## src/rtl/conv_mc_engine_if.sv

```systemverilog
// ---------------------------------------------------------------------------
// conv_mc_engine_if
// Bundles the job control, load handshakes and result handshake of the
// multi-channel 3x3 convolution engine.
//   master : driven by whoever feeds the engine (testbench / upstream logic)
//   slave  : the engine itself
// Signals:
//   start                       one-cycle job start pulse (master -> slave)
//   kern_valid/kern_ready/data  kernel coefficient stream, two's complement
//   pix_valid/pix_ready/data    pixel stream, unsigned
//   out_valid/out_ready/data    saturated result stream
//   busy                        engine not idle
//   done                        one-cycle pulse at job completion
// ---------------------------------------------------------------------------
interface conv_mc_engine_if #(
    parameter int N = 8
);
    logic         start;
    logic         kern_valid;
    logic         kern_ready;
    logic [N-1:0] kern_data;
    logic         pix_valid;
    logic         pix_ready;
    logic [N-1:0] pix_data;
    logic         out_valid;
    logic         out_ready;
    logic [N-1:0] out_data;
    logic         busy;
    logic         done;

    modport master (
        output start, kern_valid, kern_data, pix_valid, pix_data, out_ready,
        input  kern_ready, pix_ready, out_valid, out_data, busy, done
    );

    modport slave (
        input  start, kern_valid, kern_data, pix_valid, pix_data, out_ready,
        output kern_ready, pix_ready, out_valid, out_data, busy, done
    );
endinterface

```

## src/rtl/conv_mc_engine.sv

```systemverilog
// ---------------------------------------------------------------------------
// conv_mc_engine
// Multi-channel 3x3 "valid" convolution over a P x P image with C channels.
// A job loads 9*C kernel words, then P*P*C pixel words (both channel-major,
// row-major), then produces (P-2)^2 results in raster order. Each result is
// accumulated one channel per cycle with nine parallel multiplies, shifted
// right by SHIFT and saturated to N bits.
// Ports:
//   clk  rising-edge clock
//   rst  asynchronous active-low reset
//   bus  conv_mc_engine_if.slave (start, kernel/pixel/result handshakes,
//        busy, done)
// Configuration:
//   CONV_MC_RELU_EN  when defined, results are clamped to [0, 2^N-1]
//                    (unsigned); otherwise saturated to signed N bits.
// ---------------------------------------------------------------------------
module conv_mc_engine #(
    parameter int N     = 8,
    parameter int P     = 5,
    parameter int C     = 2,
    parameter int SHIFT = 0
) (
    input logic             clk,
    input logic             rst,
    conv_mc_engine_if.slave bus
);
    // Accumulator width: 9*C products of (N+1)x N bits never overflow it.
    localparam int AW  = 2 * N + 5 + $clog2(C);
    localparam int PW  = 2 * N + 1;
    localparam int PIW = (P * P * C > 1) ? $clog2(P * P * C) : 1;
    localparam int KIW = $clog2(9 * C);
    localparam int LW  = PIW;
    localparam int CW  = $clog2(C + 1);
    localparam int RW  = $clog2(P);

    localparam logic [LW-1:0] K_LAST  = LW'(9 * C - 1);
    localparam logic [LW-1:0] P_LAST  = LW'(P * P * C - 1);
    localparam logic [CW-1:0] CH_DONE = CW'(C);
    localparam logic [RW-1:0] RC_LAST = RW'(P - 3);

    typedef enum logic [2:0] {
        IDLE,
        LOAD_K,
        LOAD_PIX,
        COMPUTE,
        OUT,
        FIN
    } state_t;

    state_t                 state;
    logic [LW-1:0]          load_cnt;
    logic [CW-1:0]          ch_cnt;
    logic [RW-1:0]          row;
    logic [RW-1:0]          col;
    logic signed [AW-1:0]   acc;
    logic signed [AW-1:0]   win_sum;
    logic [PIW-1:0]         pix_idx;
    logic [KIW-1:0]         kern_idx;
    logic signed [PW-1:0]   prod;
    logic                   kern_ready_q;
    logic                   pix_ready_q;
    logic                   out_valid_q;
    logic [N-1:0]           out_data_q;
    logic                   busy_q;
    logic                   done_q;

    logic [N-1:0]           pix_mem  [P*P*C];
    logic signed [N-1:0]    kern_mem [9*C];

    assign bus.kern_ready = kern_ready_q;
    assign bus.pix_ready  = pix_ready_q;
    assign bus.out_valid  = out_valid_q;
    assign bus.out_data   = out_data_q;
    assign bus.busy       = busy_q;
    assign bus.done       = done_q;

    // Scale the accumulator down to N bits, clamping out-of-range values.
    function automatic logic [N-1:0] saturate(input logic signed [AW-1:0] v);
`ifdef CONV_MC_RELU_EN
        logic signed [AW-1:0] relu_max;
        relu_max = (AW'(1) <<< N) - AW'(1);
        if (v[AW-1])
            return '0;
        else if (v > relu_max)
            return '1;
        else
            return v[N-1:0];
`else
        logic signed [AW-1:0] sat_hi;
        logic signed [AW-1:0] sat_lo;
        sat_hi = (AW'(1) <<< (N - 1)) - AW'(1);
        sat_lo = ~sat_hi;
        if (v > sat_hi)
            return {1'b0, {(N-1){1'b1}}};
        else if (v < sat_lo)
            return {1'b1, {(N-1){1'b0}}};
        else
            return v[N-1:0];
`endif
    endfunction

    // Coefficient and pixel storage; every job overwrites all of it, so it
    // carries no reset.
    always_ff @(posedge clk) begin
        if (state == LOAD_K && bus.kern_valid)
            kern_mem[KIW'(load_cnt)] <= $signed(bus.kern_data);
        if (state == LOAD_PIX && bus.pix_valid)
            pix_mem[PIW'(load_cnt)] <= bus.pix_data;
    end

    // Sum of the nine window products for the channel currently selected.
    // The pixel is zero-extended before the signed multiply so 255 stays 255.
    always_comb begin
        int ch_i;
        win_sum  = '0;
        pix_idx  = '0;
        kern_idx = '0;
        prod     = '0;
        ch_i     = (int'(ch_cnt) < C) ? int'(ch_cnt) : 0;
        for (int i = 0; i < 3; i++) begin
            for (int j = 0; j < 3; j++) begin
                pix_idx  = PIW'(ch_i * P * P + (int'(row) + i) * P + int'(col) + j);
                kern_idx = KIW'(ch_i * 9 + i * 3 + j);
                prod     = PW'($signed({1'b0, pix_mem[pix_idx]})) * PW'(kern_mem[kern_idx]);
                win_sum  = win_sum + AW'(prod);
            end
        end
    end

    // Control FSM. COMPUTE spends C cycles accumulating and one more cycle
    // registering the saturated result, so out_valid appears C+1 cycles
    // after each entry into COMPUTE. All outputs are registered here.
    always_ff @(posedge clk or negedge rst) begin
        if (!rst) begin
            state        <= IDLE;
            load_cnt     <= '0;
            ch_cnt       <= '0;
            row          <= '0;
            col          <= '0;
            acc          <= '0;
            kern_ready_q <= 1'b0;
            pix_ready_q  <= 1'b0;
            out_valid_q  <= 1'b0;
            out_data_q   <= '0;
            busy_q       <= 1'b0;
            done_q       <= 1'b0;
        end else begin
            case (state)
                IDLE: begin
                    done_q <= 1'b0;
                    if (bus.start) begin
                        state        <= LOAD_K;
                        busy_q       <= 1'b1;
                        kern_ready_q <= 1'b1;
                        load_cnt     <= '0;
                    end
                end
                LOAD_K: begin
                    if (bus.kern_valid) begin
                        if (load_cnt == K_LAST) begin
                            load_cnt     <= '0;
                            kern_ready_q <= 1'b0;
                            pix_ready_q  <= 1'b1;
                            state        <= LOAD_PIX;
                        end else begin
                            load_cnt <= load_cnt + LW'(1);
                        end
                    end
                end
                LOAD_PIX: begin
                    if (bus.pix_valid) begin
                        if (load_cnt == P_LAST) begin
                            load_cnt    <= '0;
                            pix_ready_q <= 1'b0;
                            ch_cnt      <= '0;
                            row         <= '0;
                            col         <= '0;
                            acc         <= '0;
                            state       <= COMPUTE;
                        end else begin
                            load_cnt <= load_cnt + LW'(1);
                        end
                    end
                end
                COMPUTE: begin
                    if (ch_cnt != CH_DONE) begin
                        acc    <= acc + win_sum;
                        ch_cnt <= ch_cnt + CW'(1);
                    end else begin
                        out_data_q  <= saturate(acc >>> SHIFT);
                        out_valid_q <= 1'b1;
                        acc         <= '0;
                        ch_cnt      <= '0;
                        state       <= OUT;
                    end
                end
                OUT: begin
                    if (bus.out_ready) begin
                        out_valid_q <= 1'b0;
                        if (row == RC_LAST && col == RC_LAST) begin
                            done_q <= 1'b1;
                            state  <= FIN;
                        end else begin
                            state <= COMPUTE;
                            if (col == RC_LAST) begin
                                col <= '0;
                                row <= row + RW'(1);
                            end else begin
                                col <= col + RW'(1);
                            end
                        end
                    end
                end
                FIN: begin
                    done_q <= 1'b0;
                    busy_q <= 1'b0;
                    state  <= IDLE;
                end
                default: state <= IDLE;
            endcase
        end
    end
endmodule

```

## src/flat_wrapper.sv

```systemverilog
// flat-port wrapper written by rule: the top's interface ports become plain ports
module conv_mc_engine_flat 
#(
    parameter int N     = 8,
    parameter int P     = 5,
    parameter int C     = 2,
    parameter int SHIFT = 0
)
  (clk, rst, bus_start, bus_kern_valid, bus_kern_data, bus_pix_valid, bus_pix_data, bus_out_ready, bus_kern_ready, bus_pix_ready, bus_out_valid, bus_out_data, bus_busy, bus_done);
  conv_mc_engine_if #(.N(N)) bus_i ();
  input logic clk;
  input logic rst;
  input wire logic [$bits(bus_i.start)-1:0] bus_start;
  input wire logic [$bits(bus_i.kern_valid)-1:0] bus_kern_valid;
  input wire logic [$bits(bus_i.kern_data)-1:0] bus_kern_data;
  input wire logic [$bits(bus_i.pix_valid)-1:0] bus_pix_valid;
  input wire logic [$bits(bus_i.pix_data)-1:0] bus_pix_data;
  input wire logic [$bits(bus_i.out_ready)-1:0] bus_out_ready;
  output wire logic [$bits(bus_i.kern_ready)-1:0] bus_kern_ready;
  output wire logic [$bits(bus_i.pix_ready)-1:0] bus_pix_ready;
  output wire logic [$bits(bus_i.out_valid)-1:0] bus_out_valid;
  output wire logic [$bits(bus_i.out_data)-1:0] bus_out_data;
  output wire logic [$bits(bus_i.busy)-1:0] bus_busy;
  output wire logic [$bits(bus_i.done)-1:0] bus_done;
  assign bus_i.start = bus_start;
  assign bus_i.kern_valid = bus_kern_valid;
  assign bus_i.kern_data = bus_kern_data;
  assign bus_i.pix_valid = bus_pix_valid;
  assign bus_i.pix_data = bus_pix_data;
  assign bus_i.out_ready = bus_out_ready;
  assign bus_kern_ready = bus_i.kern_ready;
  assign bus_pix_ready = bus_i.pix_ready;
  assign bus_out_valid = bus_i.out_valid;
  assign bus_out_data = bus_i.out_data;
  assign bus_busy = bus_i.busy;
  assign bus_done = bus_i.done;
  conv_mc_engine #(.N(N), .P(P), .C(C), .SHIFT(SHIFT)) u_core (.clk(clk), .rst(rst), .bus(bus_i));
endmodule
```

## config.mk

```make
export PLATFORM = sky130hd
export DESIGN_NAME = conv_mc_engine_flat
export DESIGN_NICKNAME = d
export VERILOG_FILES = /design/src/rtl/conv_mc_engine_if.sv /design/src/rtl/conv_mc_engine.sv /design/src/flat_wrapper.sv
export SDC_FILE = /design/constraint.sdc
export NUM_CORES = 2
export LEC_CHECK = 0
export BUFFER_PORTS_ARGS = -buffer_cell sky130_fd_sc_hd__buf_2
export CORE_ASPECT_RATIO = 0.8
export CORE_MARGIN = 1.5
export CORE_UTILIZATION = 60
export DETAILED_ROUTE_END_ITERATION = 7
export PLACE_DENSITY_LB_ADDON = 0.12
export SYNTH_ARGS = -nofsm -noshare
export SYNTH_HDL_FRONTEND = slang
export SYNTH_SLANG_ARGS = --single-unit
```

## constraint.sdc

```tcl
create_clock -name clk -period 29.1 [get_ports clk]
set_input_delay 4.365 -clock clk [delete_from_list [all_inputs] [get_ports clk]]
set_output_delay 4.365 -clock clk [all_outputs]
set_load 0.01 [all_outputs]
```

==> impl_results.md <==
- Outcome: finished clean
- Residual DRC count: 0
- Top_reg_cell synth: edfxtp_1
- Placeable Area: about 110000 um^2
- Sequential share of the synthesized area: 26.9%
- Critical Path Fanout Max: 27
- # setup viols final: 0
- Worst slew pin tran: between 1000 and 1500 ps
- Die height: between 200 and 300 um
- Warnings from Yosys: 0
- Yosys top cell by area: edfxtp_1
- Arrival time worst endpoint: roughly 19000 ps
- CTS tree: built
- Max clock buf depth: 3
- EDFF count, synth: between 500 and 600
- Clock Pin Slew Worst Setup and Hold Paths: around 70 ps
- Worst path max stage delay: roughly 990 ps
- Mapped Area: approximately 66000 um^2
- RSZ-0062 raised after global routing: false
- Worst setup EP type: register
- Metal3 WL: between 40000 and 50000 um
- DP HPWL: between 150000 and 200000 um
- Commonest non-fill, non-tap cell in the layout: inv_1
- Vias per cell: between 6 and 7
- Final Hold Viols: 0
- Routability congestion estimate: ~1.1
- Area delta synth->final: 6.56%
- GR Util All Layers: 42.8%
- Most frequent cells in the layout: 842 x inv_1, 587 x fa_1, 563 x mux4_2
- Met2 wire length: between 80000 and 90000 um
- Pins Over Slew Limit: 0
- Rows: about 110
- Antenna violations before repair: 9
- Crit-path slowest cell: a211oi_1
- Relative slew slack: under 10%
- Initial DRC Count: around 8400
- Final critical-path required period: approximately 19000 ps
- Final setup TNS: 0 ps
- ANT nets after route: 0
- Share of layout cells above drive strength 1: between 10% and 20%
- Grt total ovfl: 0
- TritonCTS Sinks: 596
- Fin crit share: approximately 64%
- Netlist cell types: 82
- Post-Route M1 WL: a little under 90000 um
- CP Launch Type: register
- # nets final: around 6500
- Post-CTS sizing: 0
- Router iterations before antenna repair: 8
- Syn nets: between 6000 and 7000
- Die Footprint: roughly 110000 um^2
- Total setup buffers inserted after CTS: 0
- IO Port Bufs: 34
- Yosys top cell area share: about a quarter
- Critical path required time: about 30000 ps
- Largest net degree at the start of global routing: 131
- Worst Hold Class: register to register
- H-tree depth: 3
- Clk_lat worst skew: between 700 and 800 ps
- Maxcap violations: 0
- Global-route wire length before repair: around 330000 um
- Top cells by area, synth: edfxtp_1 25%, mux4_2 19%, fa_1 18%
- Register bit total from synthesis: 596
- Root Driver: clkbuf_16
- Starting Density: 60.5%
- CTS Hold Bufs: 0
- Setup Skew: 44.7 ps
- Crit-path most repeated cell: fa_1
- Die width: between 300 and 400 um
- Ys async rst share: a little under 9%
- Total routed wirelength: approximately 230000 um
- Vias in the first global route: approximately 47000
- # IOs: 35
- CTS Buf Count: 69
- Synth Instances: about 5500
- Crit path kind: register to register
- Reg2reg setup slack: 10560 ps
- Max layer used: met5
- Fmax: around 54 MHz
- Synthesized area per cell: ~12 um^2
- Via count: roughly 48000
- DR WL/cell: ~33 um
-- synth_stat cells, drive strengths merged, types with 3 or more instances --
library cell and count:
mux2i 337, fa 590, nand3 27, nand3b 3, o31ai 4, nand2b 58
nor3 25, mux4 563, o21ai 132, o211ai 34, buf 153, a211oi 44
ha 391, nand2 506, clkbuf 102, nor2b 89, mux2 115, a211o 6
edfxtp 544, xnor2 54, o21a 19, o2111ai 3, o21bai 6, inv 845
a22o 10, a21oi 134, a311oi 7, nand4 9, or2 29, and2 67
a32o 3, or3 11, nor2 399, nor4 3, dfrtp 52, a31oi 15
and3 6, a21o 14, xor2 29
-- per-stage QoR --
step	util, %	setup WS [ps]	hold slack, ps	std cells	cell area [um^2]
detailed placement	62.2	10790	465	6810	67400
global route	64.4	9880	521	6934	69800
global placement	62.2	11120	461	6810	67400
finish	64.4	10560	484	6939	69800
floorplan	-	12230	467	5467	65500
CTS	64.4	10730	489	6933	69800
-- worst max-delay path, delay by kind of cell (launching register included) --
family | cells | cell delay (ps)
DFF | 1 | 430
AOI/OAI and AO/OA | 10 | 3980
and+or+nand+nor | 6 | 1160
xor gates and xnor gates | 3 | 730
adders and majority gates | 23 | 10020
buffers and inverters | 13 | 2120
-- layer usage --
| metal | up-vias | track usage (%) |
|---|---|---|
| li1 | 19200 | - |
| met4 | 18 | 15.3 |
| met2 | 4019 | 53.7 |
| met5 | - | 4.40 |
| met3 | 630 | 24.3 |
| met1 | 24500 | 60.8 |
-- flip-flops by register name (all words and copies together), names as in the netlist --
name and cells:
u_core.state 3, u_core.col 3, u_core.row 3, u_core.bus.kern_ready 1, u_core.bus.busy 1, u_core.ch_cnt 2
u_core.acc 22, u_core.bus.out_valid 1, u_core.bus.done 1, u_core.load_cnt 6, u_core.pix_mem 400, u_core.bus.pix_ready 1
u_core.kern_mem 144, u_core.bus.out_data 8
-- area by class of cell --
cell class | instances | area, um^2
diodes | 6 | 15.0
well taps | 1430 | 1790
fillers | 8277 | 38600
clock inverters | 41 | 502
multi-input cells | 3770 | 43600
inverters | 846 | 3180
flip-flops and latches | 596 | 17600
clock buffers | 82 | 1860
repair buffers | 168 | 1190
-- cell families (layout without fill, tap and decap cells) --
family,count (synthesis),in the layout,share of synthesized area [%]
other,0,6,0
muxes,1015,1015,26.5
buffers and inverters,1101,1137,7.03
xor gates and xnor gates,86,86,1.39
AOI/OAI and AO/OA,452,452,4.34
DFF,596,596,26.9
and+or+nand+nor,1236,1236,8.28
adders and majority gates,981,981,25.5
-- path summary, 6_finish.rpt --
kind,startpoint,to,cells past startpoint
setup / recovery,u_core.ch_cnt[1],u_core.acc[21],55
hold / removal,u_core.bus.out_data[3],u_core.bus.out_data[3],2
setup reg to reg,u_core.ch_cnt[1],u_core.acc[21],55
hold reg to reg,u_core.bus.out_data[3],u_core.bus.out_data[3],2
max in group asynchronous,rst,u_core.col[1],2
min in group asynchronous,rst,u_core.acc[2],2
Power is left out: the tool's default activity adds up to more than one toggle a clock period on the data nets, which glitch-free logic cannot reach.
